$ cat src/rtl/time_memory_scanner_pkg.sv
// Shared constants for the time/alarm/chronometer read-side scanner.
// Field map, default field count, FSM encoding and a BCD nibble helper.
package time_memory_scanner_pkg;

  localparam int NUM_FIELDS_DEF = 11;

  localparam logic [3:0] FLD_SEG       = 4'd0;
  localparam logic [3:0] FLD_MIN       = 4'd1;
  localparam logic [3:0] FLD_HOR       = 4'd2;
  localparam logic [3:0] FLD_DIA       = 4'd3;
  localparam logic [3:0] FLD_ALM_SEG   = 4'd4;
  localparam logic [3:0] FLD_ALM_MIN   = 4'd5;
  localparam logic [3:0] FLD_ALM_HOR   = 4'd6;
  localparam logic [3:0] FLD_ALM_DIA   = 4'd7;
  localparam logic [3:0] FLD_CRONO_SEG = 4'd8;
  localparam logic [3:0] FLD_CRONO_MIN = 4'd9;
  localparam logic [3:0] FLD_CRONO_HOR = 4'd10;

  typedef enum logic [1:0] {
    ST_IDLE   = 2'd0,
    ST_ISSUE  = 2'd1,
    ST_WAIT   = 2'd2,
    ST_COMMIT = 2'd3
  } state_t;

  function automatic logic nib_ok(input logic [3:0] n);
    return (n <= 4'd9);
  endfunction

endpackage

$ cat src/rtl/time_memory_scanner_bcd_byte_check.sv
// Combinational BCD validator: flags bytes with a nibble above 9.
// Only compiled when BCD_CHECK_EN is defined (the sole user).
`ifdef BCD_CHECK_EN
module bcd_byte_check
  import time_memory_scanner_pkg::*;
(
  input  logic [7:0] i_byte,
  output logic       o_valid,
  output logic [7:0] o_byte
);

  assign o_valid = nib_ok(i_byte[7:4]) && nib_ok(i_byte[3:0]);
  assign o_byte  = o_valid ? i_byte : 8'h00;

endmodule
`endif

$ cat src/rtl/time_memory_scanner.sv
// Frame scanner: reads all time fields into a shadow bank, commits atomically.
// Optional BCD_CHECK_EN sanitizes non-BCD bytes and raises sticky bcd_err.
module time_memory_scanner
  import time_memory_scanner_pkg::*;
#(
  parameter int NUM_FIELDS = NUM_FIELDS_DEF,
  parameter int RD_LATENCY = 1
) (
  input  logic       clk,
  input  logic       reset,
  input  logic       refresh_tick,
  input  logic       hold,
  output logic       rd_en,
  output logic [3:0] rd_addr,
  input  logic [7:0] rd_data,
  input  logic [3:0] disp_sel,
  output logic [7:0] disp_data,
  output logic       frame_done,
  output logic       busy,
  output logic       bcd_err
);

  localparam logic [3:0] LAST_IDX = 4'(NUM_FIELDS - 1);
  localparam logic [1:0] LAT_LAST = 2'(RD_LATENCY - 1);
  localparam logic [4:0] NFLD     = 5'(NUM_FIELDS);

  state_t     r_state;
  logic [3:0] r_idx;
  logic [1:0] r_lat;
  logic       r_pend;
  logic [7:0] r_work [NUM_FIELDS];
  logic [7:0] r_disp [NUM_FIELDS];

  logic       w_start;
  logic       w_cap;
  logic [7:0] w_byte;

  assign w_start = (r_state == ST_IDLE) && (refresh_tick || r_pend);
  assign w_cap   = (r_state == ST_WAIT) && (r_lat == LAT_LAST);

  assign rd_en      = (r_state == ST_ISSUE) && !hold;
  assign rd_addr    = r_idx;
  assign busy       = (r_state != ST_IDLE);
  assign frame_done = (r_state == ST_COMMIT);
  assign disp_data  = ({1'b0, disp_sel} < NFLD) ? r_disp[disp_sel] : 8'h00;

`ifdef BCD_CHECK_EN
  logic       w_ok;
  logic [7:0] w_clean;
  logic       r_bcd_err;

  bcd_byte_check u_bcd (
    .i_byte  (rd_data),
    .o_valid (w_ok),
    .o_byte  (w_clean)
  );

  assign w_byte  = w_clean;
  assign bcd_err = r_bcd_err;

  // sticky error: set on a bad capture, cleared when a frame starts
  always_ff @(posedge clk or negedge reset) begin
    if (!reset) begin
      r_bcd_err <= 1'b0;
    end else if (w_start) begin
      r_bcd_err <= 1'b0;
    end else if (w_cap && !w_ok) begin
      r_bcd_err <= 1'b1;
    end
  end
`else
  assign w_byte  = rd_data;
  assign bcd_err = 1'b0;
`endif

  // scan sequencer, pending-tick flag, working and display banks
  always_ff @(posedge clk or negedge reset) begin
    if (!reset) begin
      r_state <= ST_IDLE;
      r_idx   <= '0;
      r_lat   <= '0;
      r_pend  <= 1'b0;
      for (int i = 0; i < NUM_FIELDS; i++) begin
        r_work[i] <= '0;
        r_disp[i] <= '0;
      end
    end else begin
      if (busy && refresh_tick) r_pend <= 1'b1;
      unique case (r_state)
        ST_IDLE: begin
          if (w_start) begin
            r_state <= ST_ISSUE;
            r_idx   <= '0;
            r_pend  <= 1'b0;
          end
        end
        ST_ISSUE: begin
          if (!hold) begin
            r_state <= ST_WAIT;
            r_lat   <= '0;
          end
        end
        ST_WAIT: begin
          if (w_cap) begin
            r_work[r_idx] <= w_byte;
            if (r_idx == LAST_IDX) begin
              r_state <= ST_COMMIT;
            end else begin
              r_idx   <= r_idx + 4'd1;
              r_state <= ST_ISSUE;
            end
          end else begin
            r_lat <= r_lat + 2'd1;
          end
        end
        ST_COMMIT: begin
          for (int i = 0; i < NUM_FIELDS; i++) begin
            r_disp[i] <= r_work[i];
          end
          r_state <= ST_IDLE;
        end
        default: r_state <= ST_IDLE;
      endcase
    end
  end

endmodule

$ cat config.mk
export PLATFORM = sky130hd
export DESIGN_NAME = time_memory_scanner
export DESIGN_NICKNAME = d
export VERILOG_FILES = /design/src/rtl/time_memory_scanner_pkg.sv /design/src/rtl/time_memory_scanner_bcd_byte_check.sv /design/src/rtl/time_memory_scanner.sv
export SDC_FILE = /design/constraint.sdc
export NUM_CORES = 1
export LEC_CHECK = 0
export ABC_AREA = 0
export CAP_MARGIN = 0
export CORE_MARGIN = 8
export CORE_UTILIZATION = 44
export CTS_CLUSTER_DIAMETER = 50
export CTS_CLUSTER_SIZE = 12
export DETAILED_ROUTE_END_ITERATION = 6
export MAX_ROUTING_LAYER = met4
export PLACE_DENSITY = 0.62
export SYNTH_ARGS = -nofsm -noshare
export SYNTH_HDL_FRONTEND = slang
export SYNTH_HIERARCHICAL = 1
export SYNTH_SLANG_ARGS = --single-unit
$ cat constraint.sdc
create_clock -name clk -period 2 [get_ports clk]
set_clock_uncertainty 0.2 [all_clocks]
set_input_delay 0.3 -clock clk [delete_from_list [all_inputs] [get_ports clk]]
set_output_delay 0.3 -clock clk [all_outputs]
set_load 0.03 [all_outputs]
==> out/qor.txt, run 1 <==
Top Usage Layer GRT: met2
Clk sink count: 185
CTS Buf Count: 17
Detail Route Antenna Nets: 0
Vias in the first global route: 4850
Final instance area: 9850 sq um
Worst R2R Start: r_lat[1]
IO Port Bufs: 30
Worst Slack Setup Final: -0.269 ns
Worst Tran Pin Value: 0.521 ns
Hold Slack: 0.0777 ns
Fill count: 1466
Slew Limit Fails: 0
DRT iter0 DRCs: 250
Synth top area cells: dfrtp_1 57%, mux2_2 25%, mux4_1 2.3%
Drt total wl: 17.4 mm
Top_reg_cell synth: dfrtp_1
WP data arrival: 1.77 ns
Synthesized instance count: 543
FF+latch area: 4630 sq um
Net Count, Synth: 564
Most frequent cells after synthesis: 185 x dfrtp_1, 180 x mux2_2, 15 x nor2_1
Kind of end point of the critical path: output port
Mapped Area: 8140 sq um
Post-synthesis sequential element count: 185
Rel. slew slack: 65.1%
Achievable clock frequency: 441 MHz
Final HPWL DP: 11.4 mm
Final period util: 113%
DRC: 0
Met3 Use GR: 3.60%
Clk Latency, worst-skew pair: 0.43 ns
Clk buf depth: 2
Post-synth EDFFs: 0
# Max-Cap Violations: 0
Area growth from synthesis to final layout: 20.9%
First-pass GRT wire length: 28.3 mm
Via density per instance: 5.46
Worst setup path category: register to output port
Gp weighted congestion: 0.810
RSZ-0062 raised after global routing: true
Startpoint types: register
Share of cells above drive strength 1: 54.1%
Fin crit period: 2.27 ns
Routed via count: 4648
Ys Warns: 6
H-tree levels: 4
Post-synth top area share: 56.8%
PwrDens: 1160 nW/um^2
Nets: 631
Clock slew at reported path FFs: 0.07 ns
Reg2reg end: r_work[13]
Most common cell in the netlist: dfrtp_1
IO Count: 32
DR pass1 iterations: 5
Congestion Overflow GR: 0
Row count: 49
Distinct cells, synth: 49
Seq/Total Area, Yosys: 56.8%
Core area: 18100 sq um
Failing checks: setup timing
Crit Path Max Fanout: 2
Initial Utilization: 45.0%
Met2 Resource Use GR: 24.0%
# diodes: 0
Synth area leader: dfrtp_1
Die area: 23100 sq um
Ys async rst share: 100%
Wire per inst: 20.5 um
Syn_area_per_cell: 15.0 sq um
Setup TNS: -1.91 ns
GRT Resource Usage Total: 16.1%
Run status: finished with violations
Area of the multi-input gates: 3390 sq um
Hold Crit Class: input port to async pin
Root buf cell: clkbuf_16
Crit path required time: 1.50 ns
Initial antenna violation count: 0
Register-to-register setup slack: 0.09 ns
R2R cell count: 6
Largest net degree at the start of global routing: 63
Count of final setup violators: 8
CTS tree: yes
Die Y: 152 um
Met1 Use GR: 21.8%
Peak VDD IR: 564 uV
Placed Area: 9010 sq um
Hold Vio Cnt, Final: 0
Die X: 152 um
Leak pwr: 4.62 nW
sequential cells by signal, summed over array words and instances, names as in the netlist:
name	cells
r_disp	88
r_lat	2
r_pend	1
r_state	2
r_work	88
rd_addr	4
per-stage QoR:
stage / cells / setup WS (ns) / util [%] / total power [mW]
finish: 852 / -0.269 / 54.4 / 11.4
global route: 852 / -0.325 / 54.4 / 12.0
CTS: 846 / -0.299 / 53.8 / 11.4
detailed placement: 808 / -0.376 / 49.8 / 7.96
global placement: 808 / -0.304 / 49.8 / 7.85
floorplan: 543 / 0.0137 / - / 7.12
how the worst max path moves through the flow:
stage	startpoint	slack, ns	end
finish	r_disp[42]	-0.27	disp_data[2]
global route	r_disp[42]	-0.33	disp_data[2]
CTS	r_disp[40]	-0.30	disp_data[0]
detailed placement	disp_sel[1]	-0.38	disp_data[4]
global placement	disp_sel[1]	-0.30	disp_data[2]
floorplan	disp_sel[0]	0.01	disp_data[4]
worst max-delay path: stages (launching register included):
cell	delay [ns]
dfrtp_1	0.42
mux4_2	0.49
nor2b_2	0.14
o32ai_2	0.11
buf_4	0.19
kinds of logic after synthesis:
kind of cell,synth area share (%)
multiplexers,30.5
flip-flops,56.8
AND/OR/NAND/NOR,5.76
buffers and inverters,3.16
AO/OA/AOI/OAI,2.83
adder cells (fa/ha/maj),0.768
other,0.0460
XOR/XNOR,0.108
layer usage:
| metal | share of wire [%] | vias up | routed length (um) |
|---|---|---|---|
| met5 | 0 | - | 0 |
| met1 | 50 | 2477 | 8660 |
| met4 | 1.8 | 0 | 310 |
| met3 | 2.8 | 21 | 482 |
| li1 | - | 2086 | - |
| met2 | 46 | 64 | 7980 |
cells in the final DEF, fill, tap and decap left out, types with 4 or more instances in the layout:
| master | n |
|---|---|
| dlygate4sd2_1 | 6 |
| mux2_4 | 12 |
| inv_1 | 6 |
| mux4_2 | 8 |
| nor2b_2 | 6 |
| o32ai_2 | 7 |
| ha_1 | 4 |
| clkdlybuf4s50_1 | 11 |
| buf_4 | 44 |
| nor2_1 | 14 |
| nand2b_1 | 5 |
| nand2_1 | 4 |
| inv_8 | 5 |
| dfrtp_1 | 185 |
| a21oi_1 | 11 |
| o22ai_1 | 7 |
| mux2_2 | 177 |
| nor2_4 | 4 |
| mux2i_1 | 8 |
| o21ai_0 | 5 |
| clkbuf_16 | 17 |
| buf_12 | 13 |
report_power, final:
group / switching, mW / internal (mW) / leakage [nW]
clock network: 1.53 / 1.77 / 0.280
logic: 1.29 / 1.67 / 1.92
registers: 0.497 / 4.66 / 2.43
total: 3.32 / 8.10 / 4.62
repair_timing:
item,CTS,global route
hold buffers,1,0
endpoints found under the setup margin,38,76
resized for setup,27,15
endpoints found under the hold margin,185,0
pin swaps,4,7
gates cloned,3,0
buffers inserted,2,6
layout make-up:
cell class,instances,share of cell area [%]
clock buffer,17,4.32
inverter,8,0.305
tap,229,2.91
timing repair buffer,83,9.42
sequential,185,47.0
clock inverter,15,1.60
multi-input combinational,315,34.4
(Power assumes the default switching activity.)
==> run 2, diff against run 1 <==
--- a/config.mk
+++ b/config.mk
@@ -13,7 +13,7 @@
 export CTS_CLUSTER_SIZE = 12
 export DETAILED_ROUTE_END_ITERATION = 6
 export MAX_ROUTING_LAYER = met4
-export PLACE_DENSITY = 0.62
+export PLACE_DENSITY = 0.66
 export SYNTH_ARGS = -nofsm -noshare
 export SYNTH_HDL_FRONTEND = slang
 export SYNTH_HIERARCHICAL = 1
==> run 2 against run 1 <==
Via count fell by 0.49%. Clock power barely moved. Cell count rose by 0.12%. Sequential cell count did not move. Die area did not move. Design area barely moved. The flow still finishes with violations (setup timing). Non-clock buffer count rose by 2. Critical path depth did not move.
==> out/qor.txt, run 2 (synthesized netlist as in run 1, its figures left out) <==
Run status: finished with violations
Failing checks: setup timing
IO Count: 32
Initial Utilization: 45.0%
Leak pwr: 4.63 nW
Clk sink count: 185
Pwr Total: 11.4 mW
Row count: 49
Wire per inst: 20.9 um
H-tree levels: 4
DR pass1 iterations: 5
Die Y: 152 um
Area growth from synthesis to final layout: 21.0%
Fin crit period: 2.26 ns
Startpoint types: register
Fill count: 1460
Clk Latency, worst-skew pair: 0.42 ns
Root buf cell: clkbuf_16
Register-to-register setup slack: 0.07 ns
Sw frac: 27.9%
Share of cells above drive strength 1: 53.8%
Internal power: 8.23 mW
Worst R2R Start: r_lat[0]
First-pass GRT wire length: 29.4 mm
Crit Path Max Fanout: 2
Detail Route Antenna Nets: 0
Worst path max stage delay: 0.49 ns
DRT iter0 DRCs: 204
Worst slack at placement: -0.348 ns
Slowest cell on crit path: mux4_2
# diodes: 0
PwrDens: 1160 nW/um^2
Core area: 18100 sq um
Clk network pwr share: 29.2%
Crit path required time: 1.50 ns
Commonest non-fill, non-tap cells in the layout: 184 x dfrtp_1, 173 x mux2_2, 43 x buf_4, 17 x clkbuf_16, 16 x mux2_4
R2R cell count: 6
WP data arrival: 1.76 ns
Top delay family on crit path: multiplexers
CTS Buf Count: 17
Clock slew at reported path FFs: 0.07 ns
# Max-Cap Violations: 0
Critical Path Stages: 4
Hold Crit Class: input port to async pin
IO Port Bufs: 30
Clk buf depth: 2
Buf+Inv Stages, Crit Path: 1
Final period util: 113%
Initial antenna violation count: 0
Die X: 152 um
Rel. slew slack: 62.7%
FF+latch area: 4630 sq um
DRC: 0
Routed via count: 4625
Area of the multi-input gates: 3390 sq um
Peak VDD IR: 544 uV
Hold Vio Cnt, Final: 0
Final HPWL DP: 12.0 mm
Worst setup path category: register to output port
Commonest non-fill, non-tap cell in the layout: dfrtp_1
Achievable clock frequency: 443 MHz
Placed Cells incl. Taps: 810
Kind of end point of the critical path: output port
Congestion Overflow GR: 0
Sequential Power Share: 45.1%
Setup TNS: -1.91 ns
Via density per instance: 5.42
Count of final setup violators: 8
Worst Tran Pin Value: 0.558 ns
Reg2reg end: r_work[43]
CTS tree: yes
Die area: 23100 sq um
Worst Slack Setup Final: -0.258 ns
Nets: 633
Slew Limit Fails: 0
Combinational Power Share: 25.7%
RSZ-0062 raised after global routing: true
Gp weighted congestion: 0.850
Vias in the first global route: 5159
Switching power: 3.18 mW
Finished Layout Cells: 853
Placed Area: 9000 sq um
Largest net degree at the start of global routing: 55
Final instance area: 9850 sq um
Drt total wl: 17.8 mm
GRT Resource Usage Total: 16.8%
Crit path cell chain: mux4_2 > nor2b_2 > o32ai_2 > buf_4
[run 2: timing repair]
item / in CTS / in global routing
pin swaps: 2 / 3
gates cloned: 1 / 0
buffers inserted: 6 / 4
hold buffers: 1 / 0
endpoints found under the setup margin: 24 / 87
gates resized for setup: 36 / 10
endpoints found under the hold margin: 185 / 0
[run 2: metal layers]
metal,GRT usage [%],vias to the layer above,share of wire (%)
met5,-,-,0
met2,25.5,61,47
met1,22.6,2454,49
met4,5.47,0,1.3
met3,2.95,17,2.6
li1,-,2093,-
[run 2: cell type report]
class | instances | area share, %
multi-input combinational | 315 | 34.4
sequential | 185 | 47.0
inverter | 8 | 0.305
tap | 229 | 2.91
clock buffer | 21 | 4.78
clock inverter | 10 | 1.19
timing repair buffer | 85 | 9.37
[run 2: how the worst max path moves through the flow]
stage / start / end / slack [ns]
floorplan: disp_sel[0] / disp_data[4] / 0.01
global placement: disp_sel[1] / disp_data[0] / -0.30
detailed placement: disp_sel[1] / disp_data[3] / -0.35
CTS: r_disp[26] / disp_data[2] / -0.27
global route: r_disp[26] / disp_data[2] / -0.34
finish: r_disp[26] / disp_data[2] / -0.26
[run 2: through the flow]
step / utilization (%) / hold slack, ns
final: 54.5 / 0.118
after global routing: 54.5 / 0.139
after CTS: 54.0 / 0.118
after detailed placement: 49.8 / 0.00437
after global placement: 49.8 / 0.00353
after floorplan: - / -0.196
[run 2: power by group through the flow]
stage / Combinational (mW) / Clock [mW] / Sequential (mW)
floorplan: 2.08 / 0 / 5.04
global placement: 2.67 / 0 / 5.15
detailed placement: 2.75 / 0 / 5.21
CTS: 2.89 / 3.40 / 5.15
global route: 3.17 / 3.56 / 5.26
finish: 2.93 / 3.33 / 5.15
==> run 3, diff against run 2 <==
--- a/config.mk
+++ b/config.mk
@@ -5,9 +5,7 @@
 export SDC_FILE = /design/constraint.sdc
 export NUM_CORES = 1
 export LEC_CHECK = 0
-export ABC_AREA = 0
 export CAP_MARGIN = 0
-export CORE_MARGIN = 8
 export CORE_UTILIZATION = 44
 export CTS_CLUSTER_DIAMETER = 50
 export CTS_CLUSTER_SIZE = 12
==> run 3 against run 2 <==
The run still ends with setup timing left. Global-route usage up 2.7 points. Sequential share of layout area up 0.29 points. Routed wire length down 5.7%. Maximum frequency up 0.86%. Worst setup slack better by 0.019 ns. Largest power group unchanged.
==> out/qor.txt, run 3 (synthesized netlist as in run 1, its figures left out) <==
Startpoint types: register
Setup TNS: -1.80 ns
DRC: 0
# Max-Cap Violations: 0
Failing checks: setup timing
Worst slack at placement: -0.377 ns
Routed via count: 4616
Vias in the first global route: 4908
Core area: 18000 sq um
Clk buf depth: 2
Clk Latency, worst-skew pair: 0.43 ns
Top delay family on crit path: multiplexers
H-tree levels: 4
Buf+Inv Stages, Crit Path: 1
Hold Vio Cnt, Final: 0
Slew Limit Fails: 0
Hold Crit Class: input port to async pin
R2R cell count: 7
Clk sink count: 185
WP data arrival: 1.74 ns
Via density per instance: 5.42
DR pass1 iterations: 4
Hold Slack: 0.212 ns
Worst Tran Pin Value: 0.552 ns
Achievable clock frequency: 447 MHz
Initial Utilization: 45.2%
Root buf cell: clkbuf_16
Run status: finished with violations
Fill count: 1475
Fin crit period: 2.24 ns
Kind of end point of the critical path: output port
Crit path cell chain: mux4_2 > nor2b_2 > o32ai_2 > buf_4
Die area: 19100 sq um
Nets: 631
Wire per inst: 19.7 um
# diodes: 0
Largest net degree at the start of global routing: 57
Leak pwr: 4.61 nW
DRT iter0 DRCs: 190
Gp weighted congestion: 0.831
Worst R2R Start: r_lat[1]
GRT Resource Usage Total: 19.5%
Placed Area: 9050 sq um
Die Y: 138 um
Register-to-register setup slack: 0.05 ns
Slowest cell on crit path: mux4_2
Rel. slew slack: 63.2%
Row count: 49
Crit path required time: 1.50 ns
Initial antenna violation count: 0
Reg2reg end: r_work[75]
Final period util: 112%
Die X: 138 um
Detail Route Antenna Nets: 0
RSZ-0062 raised after global routing: true
IO Port Bufs: 30
Peak VDD IR: 1150 uV
PwrDens: 1160 nW/um^2
CTS Buf Count: 17
Worst setup path category: register to output port
FF+latch area: 4630 sq um
Area growth from synthesis to final layout: 20.2%
Worst path max stage delay: 0.50 ns
Commonest non-fill, non-tap cell in the layout: dfrtp_1
Clock slew at reported path FFs: 0.06 ns
Final HPWL DP: 11.5 mm
Crit Path Max Fanout: 2
Pwr Total: 11.4 mW
Worst Slack Setup Final: -0.238 ns
Drt total wl: 16.8 mm
First-pass GRT wire length: 27.7 mm
Count of final setup violators: 8
CTS tree: yes
IO Count: 32
Share of cells above drive strength 1: 53.1%
Final instance area: 9790 sq um
Congestion Overflow GR: 0
Area of the multi-input gates: 3330 sq um
Commonest non-fill, non-tap cells in the layout: 185 x dfrtp_1, 180 x mux2_2, 45 x buf_4, 17 x clkbuf_16, 17 x buf_12
-- run 3: cell types whose count changed in the layout (fill, tap and decap cells not counted), moves of 3 or more --
cell / previous run / this run
buf_6: 6 / 1
o22ai_2: 4 / 1
clkbuf_8: 3 / 0
mux2_2: 173 / 180
mux2_4: 16 / 9
o22ai_1: 5 / 8
-- run 3: worst max path at each step --
| stage | start | endpoint | slack (ns) | depth (start not counted) |
|---|---|---|---|---|
| global route | r_disp[42] | disp_data[2] | -0.29 | 4 |
| finish | r_disp[31] | disp_data[7] | -0.24 | 4 |
| floorplan | disp_sel[0] | disp_data[4] | 0.01 | 6 |
| global placement | disp_sel[1] | disp_data[2] | -0.31 | 6 |
| CTS | r_disp[31] | disp_data[7] | -0.28 | 4 |
| detailed placement | disp_sel[1] | disp_data[4] | -0.38 | 6 |
-- run 3: metal layers --
| metal | vias to the layer above | part of all wire [%] | track usage (%) |
|---|---|---|---|
| li1 | 2081 | - | - |
| met4 | 0 | 1.6 | 6.54 |
| met1 | 2443 | 47 | 26.4 |
| met2 | 73 | 48 | 29.9 |
| met5 | - | 0 | - |
| met3 | 19 | 3.1 | 3.46 |
-- run 3: power breakdown --
group	switching (mW)	internal, mW
clock network	1.43	1.98
logic	1.24	1.57
registers	0.479	4.66
-- run 3: final cells by class --
type                            count  share of cell area, %
Timing Repair Buffer               83                   9.23
Clock buffer                       19                   4.42
Tap cell                          229                   2.93
Inverter                            8                  0.307
Sequential cell                   185                   47.3
Clock inverter                     13                   1.75
Multi-Input combinational cell    315                   34.1
-- run 3: timing repair --
action	CTS	global route
gates cloned	1	0
resized for setup	22	5
setup buffers	4	5
hold endpoints to repair	49	0
hold buffers	1	0
pin swaps	4	5
endpoints found under the setup margin	37	95
-- run 3: metrics by stage --
stage | util [%] | cells
floorplan | - | 543
global placement | 50.2 | 809
detailed placement | 50.2 | 809
CTS | 54.0 | 847
global route | 54.3 | 852
finish | 54.3 | 852
-- run 3: worst register-to-register path, stage by stage (launching register included) --
cell     delay [ns]
dfrtp_1        0.39
inv_1          0.09
ha_4           0.17
and3b_2        0.25
buf_4          0.15
nand3_2        0.09
buf_12         0.15
mux2_2         0.35
